### config.mk
export PLATFORM = sky130hd
export DESIGN_NAME = scalar_vector_mover
export DESIGN_NICKNAME = d
export VERILOG_FILES = /design/src/rtl/scalar_vector_mover_pkg.sv /design/src/rtl/scalar_addr_gen.sv /design/src/rtl/scalar_vector_mover.sv
export SDC_FILE = /design/constraint.sdc
export NUM_CORES = 1
export LEC_CHECK = 0
export BUFFER_PORTS_ARGS = -buffer_cell sky130_fd_sc_hd__buf_2
export CAP_MARGIN = 30
export CORE_ASPECT_RATIO = 0.7
export CORE_MARGIN = 2
export CORE_UTILIZATION = 54
export DETAILED_ROUTE_END_ITERATION = 8
export GPL_TIMING_DRIVEN = 1
export PLACE_DENSITY = 0.88
export SLEW_MARGIN = 20
export SYNTH_ARGS = -nofsm -noshare
export SYNTH_HDL_FRONTEND = slang
export SYNTH_HIERARCHICAL = 1
export SYNTH_SLANG_ARGS = --single-unit
### constraint.sdc
create_clock -name clk -period 3.6 [get_ports clk]
set_input_delay 0.9 -clock clk [delete_from_list [all_inputs] [get_ports clk]]
set_output_delay 0.9 -clock clk [all_outputs]
set_load 0.1 [all_outputs]
### src/rtl/scalar_vector_mover_pkg.sv
// Shared types and widths for the vector unit's scalar memory mover.
package scalar_vector_mover_pkg;

  localparam int DATA_W = 32;
  localparam int ADDR_W = 32;

  typedef enum logic {
    OP_LOAD  = 1'b0,
    OP_STORE = 1'b1
  } mover_op_t;

  typedef enum logic [2:0] {
    IDLE,
    STORE,
    LOAD,
    DRAIN,
    FIN
  } mover_state_t;

endpackage

### src/rtl/scalar_addr_gen.sv
// Element counter plus running stride accumulator producing addr(i) = base + i*stride.
module scalar_addr_gen import scalar_vector_mover_pkg::*; #(
  parameter  int LANES = 4,
  localparam int CNT_W = $clog2(LANES) + 1
) (
  input  logic              clk,
  input  logic              rst_n,
  input  logic              load,
  input  logic              step,
  input  logic              clear,
  input  logic [ADDR_W-1:0] base,
  input  logic [ADDR_W-1:0] stride,
  output logic [ADDR_W-1:0] addr,
  output logic [CNT_W-1:0]  idx,
  output logic              last
);

  logic [ADDR_W-1:0] stride_q;

  // The accumulator wraps modulo 2^32, which is the intended address behaviour.
  always_ff @(posedge clk or negedge rst_n) begin
    if (!rst_n) begin
      addr     <= '0;
      stride_q <= '0;
      idx      <= '0;
    end else if (load) begin
      addr     <= base;
      stride_q <= stride;
      idx      <= '0;
    end else if (clear) begin
      addr <= '0;
      idx  <= '0;
    end else if (step) begin
      addr <= addr + stride_q;
      idx  <= idx + CNT_W'(1);
    end
  end

  assign last = (idx == CNT_W'(LANES - 1));

endmodule

### src/rtl/scalar_vector_mover.sv
// Moves one whole vector register between the vector datapath and scalar memory, one word per cycle.
module scalar_vector_mover #(
  parameter int LANES      = 4,
  parameter int DATA_W     = scalar_vector_mover_pkg::DATA_W,
  parameter int MEM_RD_LAT = 0
) (
  input  logic                                       clk,
  input  logic                                       rst_n,
  input  logic                                       start,
  input  logic                                       op,
  input  logic [scalar_vector_mover_pkg::ADDR_W-1:0] base,
  input  logic [scalar_vector_mover_pkg::ADDR_W-1:0] stride,
  input  logic [LANES*DATA_W-1:0]                    vwd,
  output logic [LANES*DATA_W-1:0]                    vrd,
  output logic                                       busy,
  output logic                                       done,
  output logic                                       mem_we,
  output logic [scalar_vector_mover_pkg::ADDR_W-1:0] mem_a,
  output logic [DATA_W-1:0]                          mem_wd,
  input  logic [DATA_W-1:0]                          mem_rd
);
  import scalar_vector_mover_pkg::*;

  localparam int CNT_W = $clog2(LANES) + 1;

  mover_state_t             state;
  logic [LANES*DATA_W-1:0]  vwd_q;
  logic                     ag_load;
  logic                     ag_step;
  logic                     ag_clear;
  logic                     ag_last;
  logic [CNT_W-1:0]         ag_idx;
  logic [CNT_W-1:0]         next_lane;
  logic [CNT_W-1:0]         rd_lane;
  logic                     rd_en;

  scalar_addr_gen #(.LANES(LANES)) u_addr_gen (
    .clk    (clk),
    .rst_n  (rst_n),
    .load   (ag_load),
    .step   (ag_step),
    .clear  (ag_clear),
    .base   (base),
    .stride (stride),
    .addr   (mem_a),
    .idx    (ag_idx),
    .last   (ag_last)
  );

  assign ag_load  = (state == IDLE) && start;
  assign ag_clear = (state == FIN);

  // With a registered read, data for element i shows up while element i+1 is addressed.
  always_comb begin
    ag_step   = 1'b0;
    rd_en     = 1'b0;
    rd_lane   = ag_idx;
    next_lane = ag_idx + CNT_W'(1);
    case (state)
      STORE: ag_step = !ag_last;
      LOAD: begin
        ag_step = !ag_last;
        if (MEM_RD_LAT == 0) begin
          rd_en = 1'b1;
        end else begin
          rd_en   = (ag_idx != '0);
          rd_lane = ag_idx - CNT_W'(1);
        end
      end
      DRAIN:   rd_en = 1'b1;
      default: ;
    endcase
  end

  always_ff @(posedge clk or negedge rst_n) begin
    if (!rst_n) begin
      state  <= IDLE;
      busy   <= 1'b0;
      done   <= 1'b0;
      mem_we <= 1'b0;
      mem_wd <= '0;
      vwd_q  <= '0;
      vrd    <= '0;
    end else begin
      done <= 1'b0;
      if (rd_en) vrd[int'(rd_lane)*DATA_W +: DATA_W] <= mem_rd;
      case (state)
        IDLE: begin
          if (start) begin
            vwd_q <= vwd;
            busy  <= 1'b1;
            if (mover_op_t'(op) == OP_STORE) begin
              state  <= STORE;
              mem_we <= 1'b1;
              mem_wd <= vwd[DATA_W-1:0];
            end else begin
              state <= LOAD;
            end
          end
        end
        STORE: begin
          if (ag_last) begin
            state  <= FIN;
            done   <= 1'b1;
            mem_we <= 1'b0;
            mem_wd <= '0;
          end else begin
            mem_wd <= vwd_q[int'(next_lane)*DATA_W +: DATA_W];
          end
        end
        LOAD: begin
          if (ag_last) begin
            if (MEM_RD_LAT == 0) begin
              state <= FIN;
              done  <= 1'b1;
            end else begin
              state <= DRAIN;
            end
          end
        end
        DRAIN: begin
          state <= FIN;
          done  <= 1'b1;
        end
        FIN: begin
          state <= IDLE;
          busy  <= 1'b0;
        end
        default: begin
          state  <= IDLE;
          busy   <= 1'b0;
          mem_we <= 1'b0;
          mem_wd <= '0;
        end
      endcase
    end
  end

endmodule

==> report_table.html <==
<table>
<tr><th>Metric</th><th>Value</th></tr>
<tr><th colspan="2">Critical path</th></tr>
<tr><td>Crit path top cell by count</td><td>sky130_fd_sc_hd__o21ai_0</td></tr>
<tr><td>Slowest library cell on the worst path</td><td>sky130_fd_sc_hd__fa_1</td></tr>
<tr><td>Endpoint arrival time on the critical path</td><td>3350 ps</td></tr>
<tr><td>Category of the worst setup path capture point</td><td>flop</td></tr>
<tr><td>Worst Path Class, Setup</td><td>flop to flop</td></tr>
<tr><td>Ordered list of cells on the worst path</td><td>ha_1 &gt; inv_1 &gt; fa_1 &gt; nor2b_1 &gt; o31a_1 &gt; o2111ai_1 &gt; a21oi_1 &gt; o22ai_1 &gt; o21ai_0 &gt; xor2_1 &gt; mux2i_1 &gt; o21ai_0</td></tr>
<tr><td>Highest net fanout along the worst path</td><td>5</td></tr>
<tr><td>Critical path's largest stage delay</td><td>400 ps</td></tr>
<tr><td>CP required</td><td>~4000 ps</td></tr>
<tr><td>CP Launch Type</td><td>flop</td></tr>
<tr><th colspan="2">Timing</th></tr>
<tr><td>Actual slew at the worst max-slew pin</td><td>873 ps</td></tr>
<tr><td>Final-report hold violation count</td><td>0</td></tr>
<tr><td>Final Skew</td><td>13.2 ps</td></tr>
<tr><td>Unrepaired setup endpoints after global routing</td><td>no</td></tr>
<tr><td>Time the final worst path needs with I/O delays and setup</td><td>2920 ps</td></tr>
<tr><td>Final setup violation count</td><td>0</td></tr>
<tr><td>Normalized max-slew margin</td><td>41.4%</td></tr>
<tr><td>Peak clock frequency supported by timing</td><td>around 340 MHz</td></tr>
<tr><td>TNS Setup</td><td>0 ps</td></tr>
<tr><td>Max-slew violation total from the final report</td><td>0</td></tr>
<tr><td>Post-route fraction of the period consumed by the critical path</td><td>81.0%</td></tr>
<tr><th colspan="2">Synthesis</th></tr>
<tr><td>Gate count of the mapped netlist</td><td>between 1000 and 1500</td></tr>
<tr><td>Adder and majority cell fraction of the synthesized area</td><td>2.73%</td></tr>
<tr><td>Synthesized cell area</td><td>0.0172 mm^2</td></tr>
<tr><td>Xor/xnor share of the synthesized area</td><td>1.63%</td></tr>
<tr><td>Leading area contributor after synthesis</td><td>sky130_fd_sc_hd__dfrtp_1</td></tr>
<tr><td>Ys async rst share</td><td>100%</td></tr>
<tr><td>Count of flip-flops with a built-in enable after synthesis</td><td>0</td></tr>
<tr><td>Portion of synthesized cell area occupied by the leading cell type</td><td>52.4%</td></tr>
<tr><td>Dominant combinational cell family by area after synthesis</td><td>multiplexers</td></tr>
<tr><td>Synth Flop Type</td><td>sky130_fd_sc_hd__dfrtp_1</td></tr>
<tr><td>Syn avg cell area</td><td>12.7 um^2</td></tr>
<tr><td>Multiplexer share of the synthesized area</td><td>23.4%</td></tr>
<tr><td>Synthesis-stage register bit count</td><td>361</td></tr>
<tr><td>Number of nets in the synthesized netlist</td><td>1623</td></tr>
<tr><td>Cell types with the largest area share after synthesis</td><td>sky130_fd_sc_hd__dfrtp_1 52%, sky130_fd_sc_hd__mux2_2 15%, sky130_fd_sc_hd__mux4_2 4.2%</td></tr>
<tr><td>Number of warnings issued by yosys</td><td>6</td></tr>
<tr><td>Area share of and/or/nand/nor cells after synthesis</td><td>just over 8%</td></tr>
<tr><td>Sequential share of the synthesized area</td><td>roughly 52%</td></tr>
<tr><td>Number of distinct library cells after synthesis</td><td>59</td></tr>
<tr><td>Synthesized-area fraction occupied by ao, oa, aoi and oai cells</td><td>roughly 7.7%</td></tr>
<tr><th colspan="2">Cells and area</th></tr>
<tr><td>Area grow syn2layout</td><td>21.4%</td></tr>
<tr><td>Layout cells sized above 1</td><td>44.2%</td></tr>
<tr><td>Number of fillers in the final layout</td><td>2191</td></tr>
<tr><td>Post-layout net count</td><td>2024</td></tr>
<tr><th colspan="2">Clock network</th></tr>
<tr><td>Maximum level of the CTS H-tree</td><td>2</td></tr>
<tr><td>CTS root buffer</td><td>sky130_fd_sc_hd__clkbuf_16</td></tr>
<tr><td>Number of buffers created by CTS</td><td>37</td></tr>
<tr><td>Buffers from clock root to sink, at most</td><td>3</td></tr>
<tr><td>Clock Sinks</td><td>361</td></tr>
<tr><td>CTS hold repair buffers</td><td>0</td></tr>
<tr><td>Worst-Skew Late Latency</td><td>530 ps</td></tr>
<tr><td>TritonCTS clock tree</td><td>yes</td></tr>
<tr><td>Post-CTS setup buffer count</td><td>0</td></tr>
<tr><td>Clock transition at the registers of the reported paths</td><td>around 70 ps</td></tr>
<tr><td>Number of gates resized after CTS</td><td>0</td></tr>
<tr><th colspan="2">Global route</th></tr>
<tr><td>Total global routing track utilization</td><td>approximately 29%</td></tr>
<tr><td>Global-route wire length before repair</td><td>74700 um</td></tr>
<tr><td>Number of global-route vias before repair</td><td>13408</td></tr>
<tr><td>Antenna violations before repair</td><td>6</td></tr>
<tr><td>Residual overflow from global routing</td><td>0</td></tr>
<tr><td>Largest net degree at the start of global routing</td><td>110</td></tr>
<tr><th colspan="2">Floorplan</th></tr>
<tr><td>Chip Width</td><td>roughly 220 um</td></tr>
<tr><td>Initial core utilization</td><td>55.1%</td></tr>
<tr><td>I/O pin cnt</td><td>423</td></tr>
<tr><td>Area of the core</td><td>~0.031 mm^2</td></tr>
<tr><td>Site row count</td><td>54</td></tr>
<tr><td>Die area</td><td>0.0334 mm^2</td></tr>
<tr><td>Vertical die dimension</td><td>153 um</td></tr>
<tr><th colspan="2">Detailed routing</th></tr>
<tr><td>Remaining design rule violation count</td><td>0</td></tr>
<tr><td>Violation count after the first detailed-route iteration</td><td>1072</td></tr>
<tr><td>Final WL</td><td>47500 um</td></tr>
<tr><td>Via-per-instance ratio</td><td>5.78</td></tr>
<tr><td>Number of detailed-routing iterations run before antenna repair</td><td>8</td></tr>
<tr><td>Wire length per cell after detailed routing</td><td>21.5 um</td></tr>
<tr><td>Number of vias in the routed layout</td><td>12795</td></tr>
<tr><td>Antenna-violating nets left</td><td>0</td></tr>
<tr><th colspan="2">Hold path</th></tr>
<tr><td>HP Class</td><td>input pin to asynchronous set/reset pin</td></tr>
<tr><th colspan="2">Place</th></tr>
<tr><td>Count of buffers from port buffering</td><td>422</td></tr>
<tr><td>Final weighted congestion of routability-driven global placement</td><td>0.937</td></tr>
<tr><td>HPWL after detailed placement</td><td>approximately 33000 um</td></tr>
<tr><th colspan="2">Run status</th></tr>
<tr><td>Outcome</td><td>completed</td></tr>
<tr><th colspan="2">Run</th></tr>
<tr><td>Number of max-cap violations</td><td>0</td></tr>
</table>
[registers in the layout (all words and copies together), names as in the netlist]
name / count
vwd_q: 128
mem_we: 1
u_addr_gen/stride_q: 32
mem_wd: 32
vrd: 128
busy: 1
done: 1
state: 3
u_addr_gen/idx: 3
u_addr_gen/addr: 32
[logic make-up (layout without fill, tap and decap cells)]
kind of cell,Yosys count,after routing
AOI/OAI and AO/OA,196,196
xor gates and xnor gates,32,32
adders and majority gates,37,37
buffers and inverters,134,562
DFF,361,361
muxes,331,331
other,0,7
and+or+nand+nor,267,267
[per-layer routing]
layer / track usage, % / routed length, um / up-vias
li1: - / - / 5681
met2: 46.2 / 22700 / 565
met3: 7.24 / 3900 / 85
met1: 37.4 / 19600 / 6464
met4: 10.3 / 1340 / 0
met5: 0 / 0 / -
[layout by cell type, fill, tap and decap left out, types with 8 or more instances in the layout]
cell type / synthesis / layout
sky130_fd_sc_hd__clkinv_2: 0 / 8
sky130_fd_sc_hd__inv_1: 51 / 51
sky130_fd_sc_hd__nand2_1: 82 / 82
sky130_fd_sc_hd__xnor2_1: 22 / 21
sky130_fd_sc_hd__a21oi_1: 59 / 59
sky130_fd_sc_hd__nor2b_1: 37 / 37
sky130_fd_sc_hd__a21o_1: 16 / 16
sky130_fd_sc_hd__nor2_1: 42 / 41
sky130_fd_sc_hd__and2_1: 34 / 34
sky130_fd_sc_hd__clkbuf_16: 0 / 37
sky130_fd_sc_hd__mux2_2: 231 / 231
sky130_fd_sc_hd__o21ai_0: 45 / 45
sky130_fd_sc_hd__mux2_1: 26 / 26
sky130_fd_sc_hd__ha_1: 36 / 35
sky130_fd_sc_hd__mux4_2: 32 / 32
sky130_fd_sc_hd__buf_2: 23 / 421
sky130_fd_sc_hd__buf_4: 15 / 16
sky130_fd_sc_hd__clkbuf_8: 0 / 11
sky130_fd_sc_hd__dfrtp_1: 361 / 360
sky130_fd_sc_hd__mux2i_1: 42 / 42
sky130_fd_sc_hd__a221o_1: 32 / 32
sky130_fd_sc_hd__xor2_1: 10 / 10
sky130_fd_sc_hd__and3_1: 36 / 36
[Yosys cell counts (all sizes together) (36+ instances only)]
master,instances
buf,53
mux2,257
o21ai,47
ha,36
dfrtp,361
inv,51
nand2,82
nor2,42
mux2i,42
nor2b,37
and3,36
a21oi,59
[stage by stage]
| step | instances | utilization, % | setup slack [ps] | hold slack [ps] | instance area, um^2 |
|---|---|---|---|---|---|
| 4_1_cts | 2206 | 66.8 | 717 | 352 | 20900 |
| 6_report | 2213 | 66.8 | 682 | 323 | 20900 |
| 3_3_place_gp | 2140 | 62.9 | 824 | 459 | 19700 |
| 5_1_grt | 2211 | 66.8 | 455 | 365 | 20900 |
| 3_5_place_dp | 2140 | 62.9 | 702 | 464 | 19700 |
| 2_1_floorplan | 1358 | - | 449 | 475 | 17200 |
[layout make-up]
cell class	count	area (um^2)	share of cell area, %
sequential	361	9040	43.2
multi-input combinational	863	7540	36.1
timing repair buffer	445	2380	11.4
clock buffer	50	1080	5.19
tap	420	526	2.51
inverter	51	191	0.916
clock inverter	16	129	0.616
antenna	7	17.5	0.0838
[worst max-delay path, delay by kind of cell (launching register included)]
family | cells | cell delay, ps
AND/OR/NAND/NOR | 1 | 170
AO/OA/AOI/OAI | 6 | 1370
multiplexers | 1 | 90
adder cells (fa/ha/maj) | 2 | 580
flip-flops | 1 | 380
buffers and inverters | 1 | 50
XOR/XNOR | 1 | 190
[path summary, 6_finish.rpt]
path | from | end | slack (ps) | depth (start not counted)
max in group asynchronous | rst_n | u_addr_gen/stride_q[13] | 2370 | 2
setup reg to reg | u_addr_gen/addr[0] | u_addr_gen/addr[30] | 680 | 12
hold reg to reg | busy | busy | 480 | 1
setup / recovery | u_addr_gen/addr[0] | u_addr_gen/addr[30] | 680 | 12
hold / removal | rst_n | mem_wd[11] | 320 | 1
min in group clk | busy | busy | 480 | 1
Power is not shown: default switching activity piles up to over one toggle a cycle in this logic, so the estimate is an artifact.
